[config.mk]
export PLATFORM = sky130hd
export DESIGN_NAME = ram_arbiter
export DESIGN_NICKNAME = d
export VERILOG_FILES = /design/src/rtl/ram_arb_pkg.sv /design/src/rtl/ram_arb_tag_fifo.sv /design/src/rtl/ram_arbiter.sv
export SDC_FILE = /design/constraint.sdc
export NUM_CORES = 1
export LEC_CHECK = 0
export ABC_AREA = 0
export BUFFER_PORTS_ARGS = -buffer_cell sky130_fd_sc_hd__buf_2
export CORE_AREA = 5 5 253 255
export CTS_CLUSTER_SIZE = 28
export DETAILED_ROUTE_END_ITERATION = 6
export DIE_AREA = 0 0 258 260
export SYNTH_ARGS = -nofsm -noshare
export SYNTH_HDL_FRONTEND = slang
export SYNTH_SLANG_ARGS = --single-unit
[constraint.sdc]
create_clock -name clk_133M -period 6.2 [get_ports clk_133M]
set_clock_uncertainty 0.1 [all_clocks]
set_input_delay 0.93 -clock clk_133M [delete_from_list [all_inputs] [get_ports clk_133M]]
set_output_delay 0.93 -clock clk_133M [all_outputs]
set_load 0.03 [all_outputs]
[src/rtl/ram_arb_pkg.sv]
// Shared widths, burst stride and FSM encoding for the SDRAM port arbiter.
package ram_arb_pkg;

    localparam int ADDR_W       = 25;
    localparam int DATA_W       = 128;
    localparam int BURST_STRIDE = 4;

    typedef enum logic {
        IDLE  = 1'b0,
        ISSUE = 1'b1
    } state_t;

endpackage

[src/rtl/ram_arb_tag_fifo.sv]
// Tag FIFO remembering which read requester owns each outstanding read.
module ram_arb_tag_fifo
    import ram_arb_pkg::*;
#(
    parameter  int TAG_W = 2,
    parameter  int DEPTH = 8,
    localparam int CNT_W = $clog2(DEPTH + 1)
) (
    input  logic             clk_i,
    input  logic             rst_i,
    input  logic             push_i,
    input  logic [TAG_W-1:0] push_tag_i,
    input  logic             pop_i,
    output logic [TAG_W-1:0] pop_tag_o,
    output logic             full_o,
    output logic             empty_o,
    output logic [CNT_W-1:0] count_o
);

    localparam int AW = (DEPTH > 1) ? $clog2(DEPTH) : 1;

    logic [TAG_W-1:0] mem_q [DEPTH];
    logic [AW-1:0]    wr_ptr_q;
    logic [AW-1:0]    rd_ptr_q;
    logic [CNT_W-1:0] count_q;
    logic             do_push;
    logic             do_pop;

    assign full_o    = (count_q == CNT_W'(DEPTH));
    assign empty_o   = (count_q == '0);
    assign count_o   = count_q;
    assign pop_tag_o = mem_q[rd_ptr_q];

    // A pop frees a slot in the same cycle, so push into a full FIFO is fine then.
    assign do_pop  = pop_i & ~empty_o;
    assign do_push = push_i & (~full_o | do_pop);

    always_ff @(posedge clk_i) begin
        if (rst_i) begin
            wr_ptr_q <= '0;
            rd_ptr_q <= '0;
            count_q  <= '0;
        end else begin
            if (do_push)
                wr_ptr_q <= (wr_ptr_q == AW'(DEPTH - 1)) ? '0 : wr_ptr_q + 1'b1;
            if (do_pop)
                rd_ptr_q <= (rd_ptr_q == AW'(DEPTH - 1)) ? '0 : rd_ptr_q + 1'b1;
            unique case ({do_push, do_pop})
                2'b10:   count_q <= count_q + CNT_W'(1);
                2'b01:   count_q <= count_q - CNT_W'(1);
                default: count_q <= count_q;
            endcase
        end
    end

    always_ff @(posedge clk_i) begin
        if (do_push)
            mem_q[wr_ptr_q] <= push_tag_i;
    end

endmodule

[src/rtl/ram_arbiter.sv]
// SDRAM port arbiter: camera writes first, round-robin reads, tagged returns.
// Optional read starvation guard: define RAM_ARB_STARVE_GUARD_EN.
module ram_arbiter
    import ram_arb_pkg::*;
#(
    parameter int N_RD          = 3,
    parameter int TAG_DEPTH     = 8,
    parameter int MAX_WR_STREAK = 4
) (
    input  logic                   clk_133M,
    input  logic                   rst_133M,
    input  logic                   wr_req,
    input  logic [ADDR_W-1:0]      wr_address,
    input  logic [DATA_W-1:0]      wr_data,
    output logic                   wr_ack,
    input  logic [N_RD-1:0]        rd_req,
    input  logic [ADDR_W*N_RD-1:0] rd_address,
    output logic [N_RD-1:0]        rd_ack,
    output logic [N_RD-1:0]        rd_valid,
    output logic [DATA_W-1:0]      rd_data,
    input  logic                   ram_busy,
    input  logic                   ram_ack,
    input  logic                   ram_rd_valid,
    input  logic [DATA_W-1:0]      ram_rd_data,
    output logic                   ram_req,
    output logic                   ram_we,
    output logic [ADDR_W-1:0]      ram_address,
    output logic [DATA_W-1:0]      ram_wr_data,
    output logic                   tag_err
);

    localparam int PTR_W = (N_RD > 1) ? $clog2(N_RD) : 1;

    if (N_RD < 1 || N_RD > 8 || TAG_DEPTH < 2 ||
        (TAG_DEPTH & (TAG_DEPTH - 1)) != 0 || MAX_WR_STREAK < 1) begin : g_bad_cfg
        $error("ram_arbiter: unsupported parameter set");
    end

    state_t            state_q;
    logic [PTR_W-1:0]  winner_q;
    logic [PTR_W-1:0]  rr_q;
    logic              ram_req_q;
    logic              ram_we_q;
    logic [ADDR_W-1:0] ram_address_q;
    logic [DATA_W-1:0] ram_wr_data_q;
    logic [N_RD-1:0]   rd_valid_q;
    logic [DATA_W-1:0] rd_data_q;
    logic              tag_err_q;

    logic [PTR_W-1:0]  rd_win;
    logic [PTR_W-1:0]  rr_nxt;
    logic [ADDR_W-1:0] rd_addr_sel;
    logic              rd_found;
    logic              rd_ok;
    logic              grant_wr;
    logic              grant_rd;
    logic              arb_go;
    logic              txn_done;
    logic              fifo_full;
    logic              fifo_empty;
    logic [PTR_W-1:0]  pop_tag;
    int                idx;

    always_comb begin
        rd_found = 1'b0;
        rd_win   = '0;
        idx      = 0;
        for (int k = 0; k < N_RD; k++) begin
            idx = (int'(rr_q) + k) % N_RD;
            if (!rd_found && rd_req[idx[PTR_W-1:0]]) begin
                rd_found = 1'b1;
                rd_win   = idx[PTR_W-1:0];
            end
        end
    end

    always_comb begin
        rd_addr_sel = '0;
        for (int i = 0; i < N_RD; i++) begin
            if (rd_win == PTR_W'(i))
                rd_addr_sel = rd_address[ADDR_W*i +: ADDR_W];
        end
    end

    assign rd_ok = rd_found & ~fifo_full;

`ifdef RAM_ARB_STARVE_GUARD_EN
    localparam int STREAK_W = $clog2(MAX_WR_STREAK + 1);

    logic [STREAK_W-1:0] streak_q;
    logic [STREAK_W-1:0] streak_d;
    logic                force_rd;

    assign force_rd = (streak_q == STREAK_W'(MAX_WR_STREAK)) & rd_ok;
    assign grant_wr = wr_req & ~force_rd;

    always_comb begin
        streak_d = streak_q;
        if (~|rd_req)
            streak_d = '0;
        else if (arb_go && grant_rd)
            streak_d = '0;
        else if (arb_go && grant_wr && streak_q != STREAK_W'(MAX_WR_STREAK))
            streak_d = streak_q + STREAK_W'(1);
    end

    always_ff @(posedge clk_133M) begin
        if (rst_133M)
            streak_q <= '0;
        else
            streak_q <= streak_d;
    end
`else
    assign grant_wr = wr_req;
`endif

    assign grant_rd = ~grant_wr & rd_ok;
    assign arb_go   = (state_q == IDLE) & ~ram_busy & (grant_wr | grant_rd);
    assign txn_done = (state_q == ISSUE) & ram_ack;
    assign rr_nxt   = (winner_q == PTR_W'(N_RD - 1)) ? '0 : winner_q + 1'b1;

    always_ff @(posedge clk_133M) begin
        if (rst_133M) begin
            state_q       <= IDLE;
            ram_req_q     <= 1'b0;
            ram_we_q      <= 1'b0;
            ram_address_q <= '0;
            ram_wr_data_q <= '0;
            winner_q      <= '0;
            rr_q          <= '0;
        end else begin
            unique case (state_q)
                IDLE: begin
                    if (arb_go) begin
                        state_q       <= ISSUE;
                        ram_req_q     <= 1'b1;
                        ram_we_q      <= grant_wr;
                        ram_address_q <= grant_wr ? wr_address : rd_addr_sel;
                        winner_q      <= rd_win;
                        if (grant_wr)
                            ram_wr_data_q <= wr_data;
                    end
                end
                ISSUE: begin
                    if (ram_ack) begin
                        state_q   <= IDLE;
                        ram_req_q <= 1'b0;
                        if (!ram_we_q)
                            rr_q <= rr_nxt;
                    end
                end
            endcase
        end
    end

    // Read data comes back in issue order, so the oldest tag names its owner.
    always_ff @(posedge clk_133M) begin
        if (rst_133M) begin
            rd_valid_q <= '0;
            rd_data_q  <= '0;
            tag_err_q  <= 1'b0;
        end else begin
            rd_valid_q <= '0;
            if (ram_rd_valid) begin
                if (fifo_empty) begin
                    tag_err_q <= 1'b1;
                end else begin
                    rd_valid_q <= N_RD'(1) << pop_tag;
                    rd_data_q  <= ram_rd_data;
                end
            end
        end
    end

    ram_arb_tag_fifo #(
        .TAG_W (PTR_W),
        .DEPTH (TAG_DEPTH)
    ) u_tag_fifo (
        .clk_i      (clk_133M),
        .rst_i      (rst_133M),
        .push_i     (txn_done & ~ram_we_q),
        .push_tag_i (winner_q),
        .pop_i      (ram_rd_valid),
        .pop_tag_o  (pop_tag),
        .full_o     (fifo_full),
        .empty_o    (fifo_empty),
        .count_o    ()
    );

    assign wr_ack      = txn_done & ram_we_q;
    assign rd_ack      = (txn_done & ~ram_we_q) ? (N_RD'(1) << winner_q) : '0;
    assign ram_req     = ram_req_q;
    assign ram_we      = ram_we_q;
    assign ram_address = ram_address_q;
    assign ram_wr_data = ram_wr_data_q;
    assign rd_valid    = rd_valid_q;
    assign rd_data     = rd_data_q;
    assign tag_err     = tag_err_q;

endmodule
Yosys cells after proc, flatten, opt, wreduce, memory -nomap -nowiden

Memory sizes are Yosys's and may differ from the RTL's. A register that Yosys moved wholly into a read port is not among the register bits.
Cells that the tools add are included.

$add $sub $neg: 7
Divide/modulo/power cells: 3
$lt $le $gt $ge: 3
Eq/ne operators: 10
Shifts and indexed selects: 2
Multiplexer cells: 31
Bitwise operators: 18
Reduce and logical (&&, ||, !) cells: 14

Operators with widths:

| kind                  | number |
|---|---|
| $mux 25               | 4 |
| $mod 32x3->32 const B | 2 |
| $mod 3x3->32 const B  | 1 |
| $mux 3                | 5 |
| $mux 1                | 12 |
| $and 1x1->1           | 9 |
| $lt 2x3->1 const B    | 3 |
| $mux 2                | 4 |
| $pmux 4 s2            | 1 |
| $reduce_and 2->1      | 4 |
| $not 1->1             | 7 |
| $add 3x1->3 const B   | 2 |
| $bmux 1 s2            | 3 |
| $eq 2x2->1 const B    | 3 |
| $eq 3x3->1 const B    | 2 |
| $reduce_and 3->1      | 2 |
| $shl 1x2->3 const A   | 2 |
| $add 4x1->4 const B   | 1 |
| $eq 2x1->1 const B    | 2 |
| $eq 4x4->1 const B    | 1 |
| $logic_not 4->1       | 1 |
| $ne 2x2->1 const B    | 2 |
| $pmux 1 s2            | 2 |
| $sub 4x1->4 const B   | 1 |
| other kinds (9)       | 12 |

Register bits after elaboration: 302
Bits in writable memories: 16
Bits of input ports: 365
Output and inout bits: 291
Logic and storage cells: 102
Memories: 1

Memories:

| name             | depth | bits a word | rd ports | clocked after memory_dff | wr ports | RTL line               | RTL |
|---|---|---|---|---|---|---|---|
| u_tag_fifo.mem_q | 8     | 2           | 1        | 1                        | 1        | ram_arb_tag_fifo.sv:22 | `logic [TAG_W-1:0] mem_q [DEPTH];` |

Logic depth before layout (Yosys ltp)

Gate-level depths: netlist of the first run.

Depth after elaboration: 16
Gate-level depth with buffers: 12
Mapped depth without buffers: 10

By module

From an unflattened synthesis of the first run, not the netlist that was laid out.

Cell total of the unflattened synthesis: 1,528
Area total of the unflattened synthesis: 12,837.3 um^2

Modules (own cells, without submodules):

| module           | times used | cells an instance | area an instance (um^2) |
|---|---|---|---|
| ram_arbiter      | 1          | 1,421             | 11,477.3 |
| ram_arb_tag_fifo | 1          | 107               | 1,360.1 |

Worst setup path after synthesis of the first run

No wires, ideal clock.

Path type: input to output
From: input port ram_ack
To: output port rd_ack[1]
Data arrival time: 1.906 ns
Path slack: 3.264 ns
Cell stages on the path: 2
Path through: nand3_1 nor3b_1

Longest elaborated chain between the ends: 3

Ends and longest elaborated chain:

| what            | RTL line           | RTL |
|---|---|---|
| start, declared | ram_arbiter.sv:22  | `input logic ram_ack,` |
| $and 1x1->1     | ram_arbiter.sv:119 | `assign txn_done = (state_q == ISSUE) & ram_ack;` |
| $and 1x1->1     | ram_arbiter.sv:191 | `assign rd_ack = (txn_done & ~ram_we_q) ? (N_RD'(1) << winner_q) : '0;` |
| $mux 3          | ram_arbiter.sv:191 |  |
| end, declared   | ram_arbiter.sv:18  | `output logic [N_RD-1:0] rd_ack,` |

Every way passes these cells.

Final worst setup path of the first run

From: register u_tag_fifo.count_q[0], in the netlist u_tag_fifo.count_o[0]
To: register u_tag_fifo.count_q[3], in the netlist u_tag_fifo.count_o[3]

Longest elaborated chain between the ends: 7
Elaborated cells between the ends (all ways): 13
Those cells by class: 2 x add/sub; 3 x eq/ne; 1 x mux; 5 x bitwise; 2 x reduce/logical

Ends and longest elaborated chain:

| what                                                   | RTL line               | RTL |
|---|---|---|
| start, declared                                        | ram_arb_tag_fifo.sv:25 | `logic [CNT_W-1:0] count_q;` |
| start signal, assigned                                 | ram_arb_tag_fifo.sv:49 | `2'b10: count_q <= count_q + CNT_W'(1);` |
| start signal, assigned                                 | ram_arb_tag_fifo.sv:50 | `2'b01: count_q <= count_q - CNT_W'(1);` |
| start signal, assigned                                 | ram_arb_tag_fifo.sv:51 | `default: count_q <= count_q;` |
| $logic_not 4->1                                        | ram_arb_tag_fifo.sv:30 | `assign empty_o = (count_q == '0);` |
| $not 1->1                                              | ram_arb_tag_fifo.sv:35 | `assign do_pop = pop_i & ~empty_o;` |
| $and 1x1->1                                            | ram_arb_tag_fifo.sv:35 |  |
| $or 1x1->1                                             | ram_arb_tag_fifo.sv:36 | `assign do_push = push_i & (~full_o \| do_pop);` |
| $and 1x1->1                                            | ram_arb_tag_fifo.sv:36 |  |
| $eq 2x1->1 / $eq 2x2->1 (equally long branches)        | ram_arb_tag_fifo.sv:48 | `unique case ({do_push, do_pop})` |
| $pmux 4 s2 / $reduce_bool 2->1 (equally long branches) | n/a                    |  |

Parallel ways exist; a longest one is shown, timed or not.
A chain may end at the register's enable or synchronous reset.

==> results of run 1 <==
[layout make-up]
cell class | instances | area, um^2
diodes | 2 | 5.005
clock buffers | 53 | 1131
clock inverters | 16 | 132.6
fillers | 6701 | 44070
inverters | 12 | 47.55
multi-input cells | 1027 | 5039
flip-flops and latches | 321 | 6586
well taps | 790 | 988.4
repair buffers | 663 | 3373
[worst min-delay path by stage]
stage / startpoint / to / slack (ns) / depth (start not counted)
after floorplan: u_tag_fifo.rd_ptr_q[1]$_SDFFE_PP0N_ / flip-flop / 0.35 / 2
after global placement: ram_wr_data[101]$_SDFFE_PP0P_ / ram_wr_data[101]$_SDFFE_PP0P_ / 0.34 / 2
after detailed placement: ram_wr_data[3]$_SDFFE_PP0P_ / ram_wr_data[3]$_SDFFE_PP0P_ / 0.34 / 2
after CTS: ram_wr_data[3]$_SDFFE_PP0P_ / ram_wr_data[3]$_SDFFE_PP0P_ / 0.35 / 2
after global routing: ram_wr_data[18]$_SDFFE_PP0P_ / ram_wr_data[18]$_SDFFE_PP0P_ / 0.36 / 2
final: rd_data[1]$_SDFFE_PP0N_ / rd_data[1]$_SDFFE_PP0N_ / 0.35 / 2
[sequential cells by signal, indices dropped and copies added (netlist names), 2 cells and up, named ones only]
| name | cells |
|---|---|
| u_tag_fifo.rd_ptr_q | 3 |
| rd_data | 128 |
| winner_q | 2 |
| ram_wr_data | 128 |
| rd_valid | 3 |
| u_tag_fifo.wr_ptr_q | 3 |
| u_tag_fifo.mem_q | 16 |
| ram_address | 25 |
| rr_q | 2 |
| u_tag_fifo.count_o | 4 |
[placed cells by master (no fill, tap or decap), types with 2 or more instances in the layout]
cell        count
nor4_1          3
and2b_1        10
buf_12          2
nor3_1         15
buf_4           6
inv_1          11
clkinv_2        7
o21ai_0        19
clkbuf_1        6
clkbuf_16      41
edfxtp_1       16
mux4_2          4
clkbuf_8        6
a221oi_1       18
nand3b_1        2
buf_2         654
dfxtp_1       305
xor2_1          2
ha_1           11
a21oi_1       290
mux2i_1         4
nand2b_1        5
diode_2         2
o22ai_1         7
clkinvlp_4      2
inv_6           3
a22oi_1        25
o32ai_1        24
nand3_1         2
nor2b_1        10
nor3b_1         3
nand2_1       528
nor2_1         20
o21ai_2         2
clkinv_4        3
[Yosys cell counts, types with 2 or more instances]
cell      count
a21oi_1     290
a221oi_1     18
a22oi_1      25
and2b_1      10
buf_2        15
buf_4         4
clkbuf_1     93
dfxtp_1     305
edfxtp_1     16
ha_1         11
inv_1        11
mux2i_1       4
mux4_2        4
nand2_1     529
nand2b_1      6
nand3_1       2
nand3b_1      2
nor2_1       20
nor2b_1      10
nor3_1       15
nor3b_1       3
nor4_1        3
o21ai_0      19
o21ai_2       2
o22ai_1       7
o32ai_1      24
xor2_1        2
[critical path: stages, from the launching register on]
cell,delay [ns]
dfxtp_1,0.35
nor4_1,0.37
nand2b_4,0.62
inv_4,0.34
ha_1,0.35
ha_1,0.28
a21o_1,0.17
a21oi_1,0.16
xnor2_1,0.09
or3_1,0.30
a21oi_1,0.13
[kinds of logic after synthesis]
| family | count (synthesis) | share of synthesized area, % |
|---|---|---|
| simple gates | 605 | 19.90 |
| fa+ha+maj | 12 | 1.301 |
| buf+inv | 126 | 4.193 |
| xor+xnor | 3 | 0.2169 |
| flops | 321 | 54.36 |
| mux | 10 | 1.281 |
| compound gates | 397 | 18.74 |
[layer usage]
layer / up-vias / share of wire, %
li1: 6144 / -
met3: 110 / 7.5
met5: - / 0.14
met4: 10 / 3.4
met1: 5795 / 42
met2: 495 / 47
[power groups by stage]
stage               sequential, W  clock [W]  combinational [W]
finish                    0.00246    0.00226            0.00167
global route              0.00250    0.00243            0.00181
CTS                       0.00246    0.00235            0.00168
detailed placement        0.00251          0            0.00168
global placement          0.00250          0            0.00168
floorplan                 0.00295          0           0.000665
[metrics by stage]
step	power, W	worst slack [ns]	util (%)	cell area (um^2)
3_5_place_dp	0.004188	2.558	26.13	16030
5_1_grt	0.006735	2.601	28.19	17300
6_report	0.006398	2.863	28.19	17300
3_3_place_gp	0.004179	2.519	26.13	16030
4_1_cts	0.006499	2.812	28.19	17300
2_1_floorplan	0.003613	3.264	-	12120
==> impl_metrics.tcl, run 1 <==
set metrics [dict create \
    status "finished clean" \
    p_sw_share_pct 35.75 \
    min_period_ns 3.337 \
    io_pins 656 \
    synth_area_um2 12120 \
    timing.fmax_mhz 299.7 \
    crit_arrival_ns 3.71 \
    hp-class "flip-flop to flip-flop" \
    power_frac_seq_pct 38.5 \
    ys_seq_area_share_pct 54.36 \
    path_clk_slew_ns 0.06 \
    ff2ff_path_depth 10 \
    worstSetupEndpointType "flip-flop" \
    vias 12550 \
    core_area_um2 61370 \
    port_buffers 655 \
    start_util_pct 19.74 \
    async_flop_share_pct 0 \
    std_cell_rows 91 \
    cp.required_ns 6.57 \
    yosysTopAreaCellShare_pct 50.40 \
    drive_gt1_share_pct 35.47 \
    grtUsageMet2_pct 21.02 \
    synth-edff-count 16 \
    worst_slew_margin_rel_pct 22.29 \
    grt_max_degree 150 \
    drt_iter0_markers 1063 \
    power.internal_w 0.004110 \
    synth_cell_types 51 \
    dp_hpwl_um 34040 \
    endpoint "u_tag_fifo.count_o[3]$_SDFFE_PP0P_" \
    synth_top_area_cell "dfxtp_1" \
    cts_setup_buffers 0 \
    clock_power_share_pct 35.4 \
    die_width_um 258 \
    maxCapViolations 0 \
    grt_pass1_wl_um 69060 \
    finalNonFillerCells 2884 \
    p_comb_share_pct 26.1 \
    drcViolationCount 0 \
    p_sw_w 0.002287 \
    netlist_instances 1474 \
    syn2layout_area_growth_pct 42.82 \
    grt_pass1_vias 11870 \
    syn_nets 1851 \
    final.setup.tns_ns 0 \
    grt_setup_unrepaired "no" \
    r2r_start "u_tag_fifo.count_o[0]$_SDFFE_PP0P_" \
    worstMarginPinSlew_ns 1.166 \
    grt_busiest_layer "met2" \
    die_height_um 260 \
    r2r-end "u_tag_fifo.count_o[3]$_SDFFE_PP0P_" \
    cts_inserted_buffers 40 \
    use_met3_pct 3.359 \
    clock_sinks 321 \
    setup_violations 0 \
    first_pass_iters 5 \
    ys_ff_latch 321 \
    fin_hold_ws_ns 0.3476 \
    antenna_found_initial 7 \
    critical_path_class "flip-flop to flip-flop" \
    avgSynthCellArea_um2 8.219 \
    fin_crit_sh_pct 53.82 \
    yosys_warnings 0 \
    ys_top_cells_by_area "dfxtp_1 50%, nand2_1 16%, a21oi_1 12%" \
    final_max_slew_viol_count 0 \
    die-area_um2 67080 \
    ant_nets 0 \
    postCtsHoldBufs 0 \
    path_max_fanout 55 \
    cts_tree "yes" \
    power_density_nw_per_um2 369.8 \
    irDropWorstVdd_mv 0.1888 \
    clk_latency_ns 0.55 \
    cts_resized 0 \
    cp-start-kind "flip-flop" \
    htreeDepth 2 \
    drt_wl_total_um 47660 \
    rrSetupSlack_ns 2.86 \
    hold_viol 0 \
    root_buffer "clkbuf_16" \
    synth_ff_type "dfxtp_1" \
    clockBufferDepth 3 \
    grt_util_all_layers_pct 12.81 \
    drt-wirelength-per-cell_um 16.52 \
    placedCellCount 2813 \
    p_leak_nw 7.635 \
    overflow 0 \
    globalplace.congestion 0.8834 \
    via_per_inst 4.353 \
    critPathLaunch "u_tag_fifo.count_o[0]$_SDFFE_PP0P_" \
    num-nets-final 2442 \
    gr-usage-met1_pct 16.25 \
]
No activity file was read; power rests on OpenSTA's default activity.
==> run 2, diff against run 1 <==
clock period = 2.9 ns   (was 6.2 ns; I/O delays follow)
==> run 2 against run 1 <==
Net effect:
- the run now ends with design-rule violations left
- sequential power is 110% higher
- power rose by 120%
- flip-flop and latch count unchanged
- critical endpoint unchanged
- core utilization grew 3.7 points
- critical path type unchanged
==> impl_metrics.tcl, run 2 (synthesis gave the netlist of run 1 again) <==
set metrics [dict create \
    grt_util_all_layers_pct 13.55 \
    path_delay_family "simple AND/OR/NAND/NOR gates" \
    root_buffer "clkbuf_16" \
    ff2ff_path_depth 10 \
    crit_path_max_incr_delay_ns 0.36 \
    nFillCells 6383 \
    io_pins 656 \
    dp_hpwl_um 34880 \
    cts_resized 0 \
    ant_nets 0 \
    crit_arrival_ns 2.92 \
    syn2layout_area_growth_pct 61.76 \
    cts_setup_buffers 0 \
    drt_wl_total_um 50010 \
    critPathBufInv 1 \
    std_cell_rows 91 \
    critical_path_class "flip-flop to flip-flop" \
    cp-start-kind "flip-flop" \
    worstSetupEndpointType "flip-flop" \
    multiInputGateArea_um2 5039 \
    min_delay_path_depth 3 \
    path_max_fanout 5 \
    postCtsHoldBufs 195 \
    cts_tree "yes" \
    clockBufferDepth 3 \
    gr-usage-met1_pct 16.62 \
    r2r_start "u_tag_fifo.count_o[0]$_SDFFE_PP0P_" \
    use_met3_pct 3.650 \
    min_to "ram_wr_data[42]$_SDFFE_PP0P_" \
    timing.fmax_mhz 390.7 \
    clock_sinks 321 \
    layout_common_cells "654 x buf_2, 528 x nand2_1, 305 x dfxtp_1" \
    cts_inserted_buffers 39 \
    fin_crit_sh_pct 88.25 \
    hp-class "input port to flip-flop" \
    cp.required_ns 3.26 \
    via_per_inst 4.349 \
    htreeDepth 2 \
    drt-wirelength-per-cell_um 16.12 \
    path_clk_slew_ns 0.06 \
    grt_pass1_vias 13140 \
    min_period_ns 2.559 \
    die_width_um 258 \
    drcViolationCount 11 \
    maxCapViolations 0 \
    globalplace.congestion 0.9071 \
    clk_latency_ns 0.54 \
    final_max_slew_viol_count 0 \
    regArea_um2 6586 \
    grt_setup_unrepaired "no" \
    crit_chain "nor4_1 -> nand2b_4 -> inv_4 -> ha_1 -> ha_1 -> a21o_1 -> a21oi_1 -> xnor2_1 -> or3_1 -> a21oi_1" \
    port_buffers 655 \
    num-nets-final 2660 \
    final.setup.tns_ns 0 \
    setup_violations 0 \
    hold_viol 0 \
    start_util_pct 19.74 \
    worstMarginPinSlew_ns 0.9821 \
    drt_iter0_markers 1168 \
    setup_ws_ns 0.3407 \
    min_from "wr_data[42]" \
    pre_cts_slack_ns 0.3692 \
    status "finished with violations" \
    die_height_um 260 \
    grt_busiest_layer "met2" \
    rrSetupSlack_ns 0.34 \
    grtUsageMet2_pct 22.24 \
    worst_slew_margin_rel_pct 34.53 \
    grt_max_degree 165 \
    power_density_nw_per_um2 725.8 \
    diodes 0 \
    violations "design-rule violations" \
    die-area_um2 67080 \
    core_area_um2 61370 \
    antenna_found_initial 3 \
    crit_slowest_cell "nor4_1" \
    overflow 0 \
    final_common_cell "buf_2" \
    grt_pass1_wl_um 73550 \
    irDropWorstVdd_mv 0.4152 \
    vias 13490 \
    drive_gt1_share_pct 33.12 \
    p_leak_nw 8.634 \
    r2r-end "u_tag_fifo.count_o[3]$_SDFFE_PP0P_" \
    first_pass_iters 7 \
]
-- run 2: tightest hold or removal path: cells and delay by family --
kind | cells | cell delay, ns
simple gates | 1 | 0.06
buf+inv | 1 | 0.09
compound gates | 1 | 0.06
-- run 2: area by class of cell --
| class | count | area share [%] |
|---|---|---|
| inverter | 12 | 0.2426 |
| clock buffer | 55 | 5.855 |
| clock inverter | 16 | 0.9385 |
| sequential | 321 | 33.61 |
| timing repair buffer | 882 | 28.60 |
| multi-input combinational | 1027 | 25.71 |
| tap | 790 | 5.044 |
-- run 2: worst max path at each step --
| stage | from | end | slack [ns] | depth (start not counted) |
|---|---|---|---|---|
| 3_5_place_dp | u_tag_fifo.count_o[0]$_SDFFE_PP0P_ | u_tag_fifo.count_o[3]$_SDFFE_PP0P_ | 0.37 | 10 |
| 2_1_floorplan | u_tag_fifo.count_o[0]$_SDFFE_PP0P_ | u_tag_fifo.count_o[3]$_SDFFE_PP0P_ | 0.20 | 12 |
| 4_1_cts | rr_q[0]$_SDFFE_PP0P_ | ram_address[10]$_SDFFE_PP0P_ | 0.34 | 8 |
| 6_report | u_tag_fifo.count_o[0]$_SDFFE_PP0P_ | u_tag_fifo.count_o[3]$_SDFFE_PP0P_ | 0.34 | 10 |
| 3_3_place_gp | u_tag_fifo.count_o[0]$_SDFFE_PP0P_ | u_tag_fifo.count_o[3]$_SDFFE_PP0P_ | 0.38 | 10 |
| 5_1_grt | rr_q[0]$_SDFFE_PP0P_ | ram_address[10]$_SDFFE_PP0P_ | 0.07 | 8 |
-- run 2: stage by stage --
| step | utilization (%) | total power (W) | cells | hold slack [ns] | instance area, um^2 |
|---|---|---|---|---|---|
| final | 31.93 | 0.01422 | 3103 | 0.05231 | 19600 |
| after global routing | 31.93 | 0.01497 | 3103 | 0.01732 | 19600 |
| after CTS | 31.93 | 0.01445 | 3103 | 0.0001749 | 19600 |
| after detailed placement | 26.58 | 0.009062 | 2837 | 0.3432 | 16310 |
| after global placement | 26.58 | 0.009039 | 2837 | 0.3388 | 16310 |
| after floorplan | - | 0.007723 | 1474 | 0.3541 | 12120 |
-- run 2: report_power, final --
group          internal (W)  total [W]  switching, W  leakage (nW)
combinational       0.00129    0.00392       0.00263          5.35
sequential          0.00498    0.00527      0.000293          2.64
clock               0.00304    0.00504       0.00200         0.650
total               0.00931     0.0142       0.00491          8.63
-- run 2: per-layer routing --
layer / routed length (um) / share of wire (%)
met2: 23760 / 48
met1: 20300 / 41
met3: 3766 / 7.5
met5: 29 / 0.058
met4: 2152 / 4.3
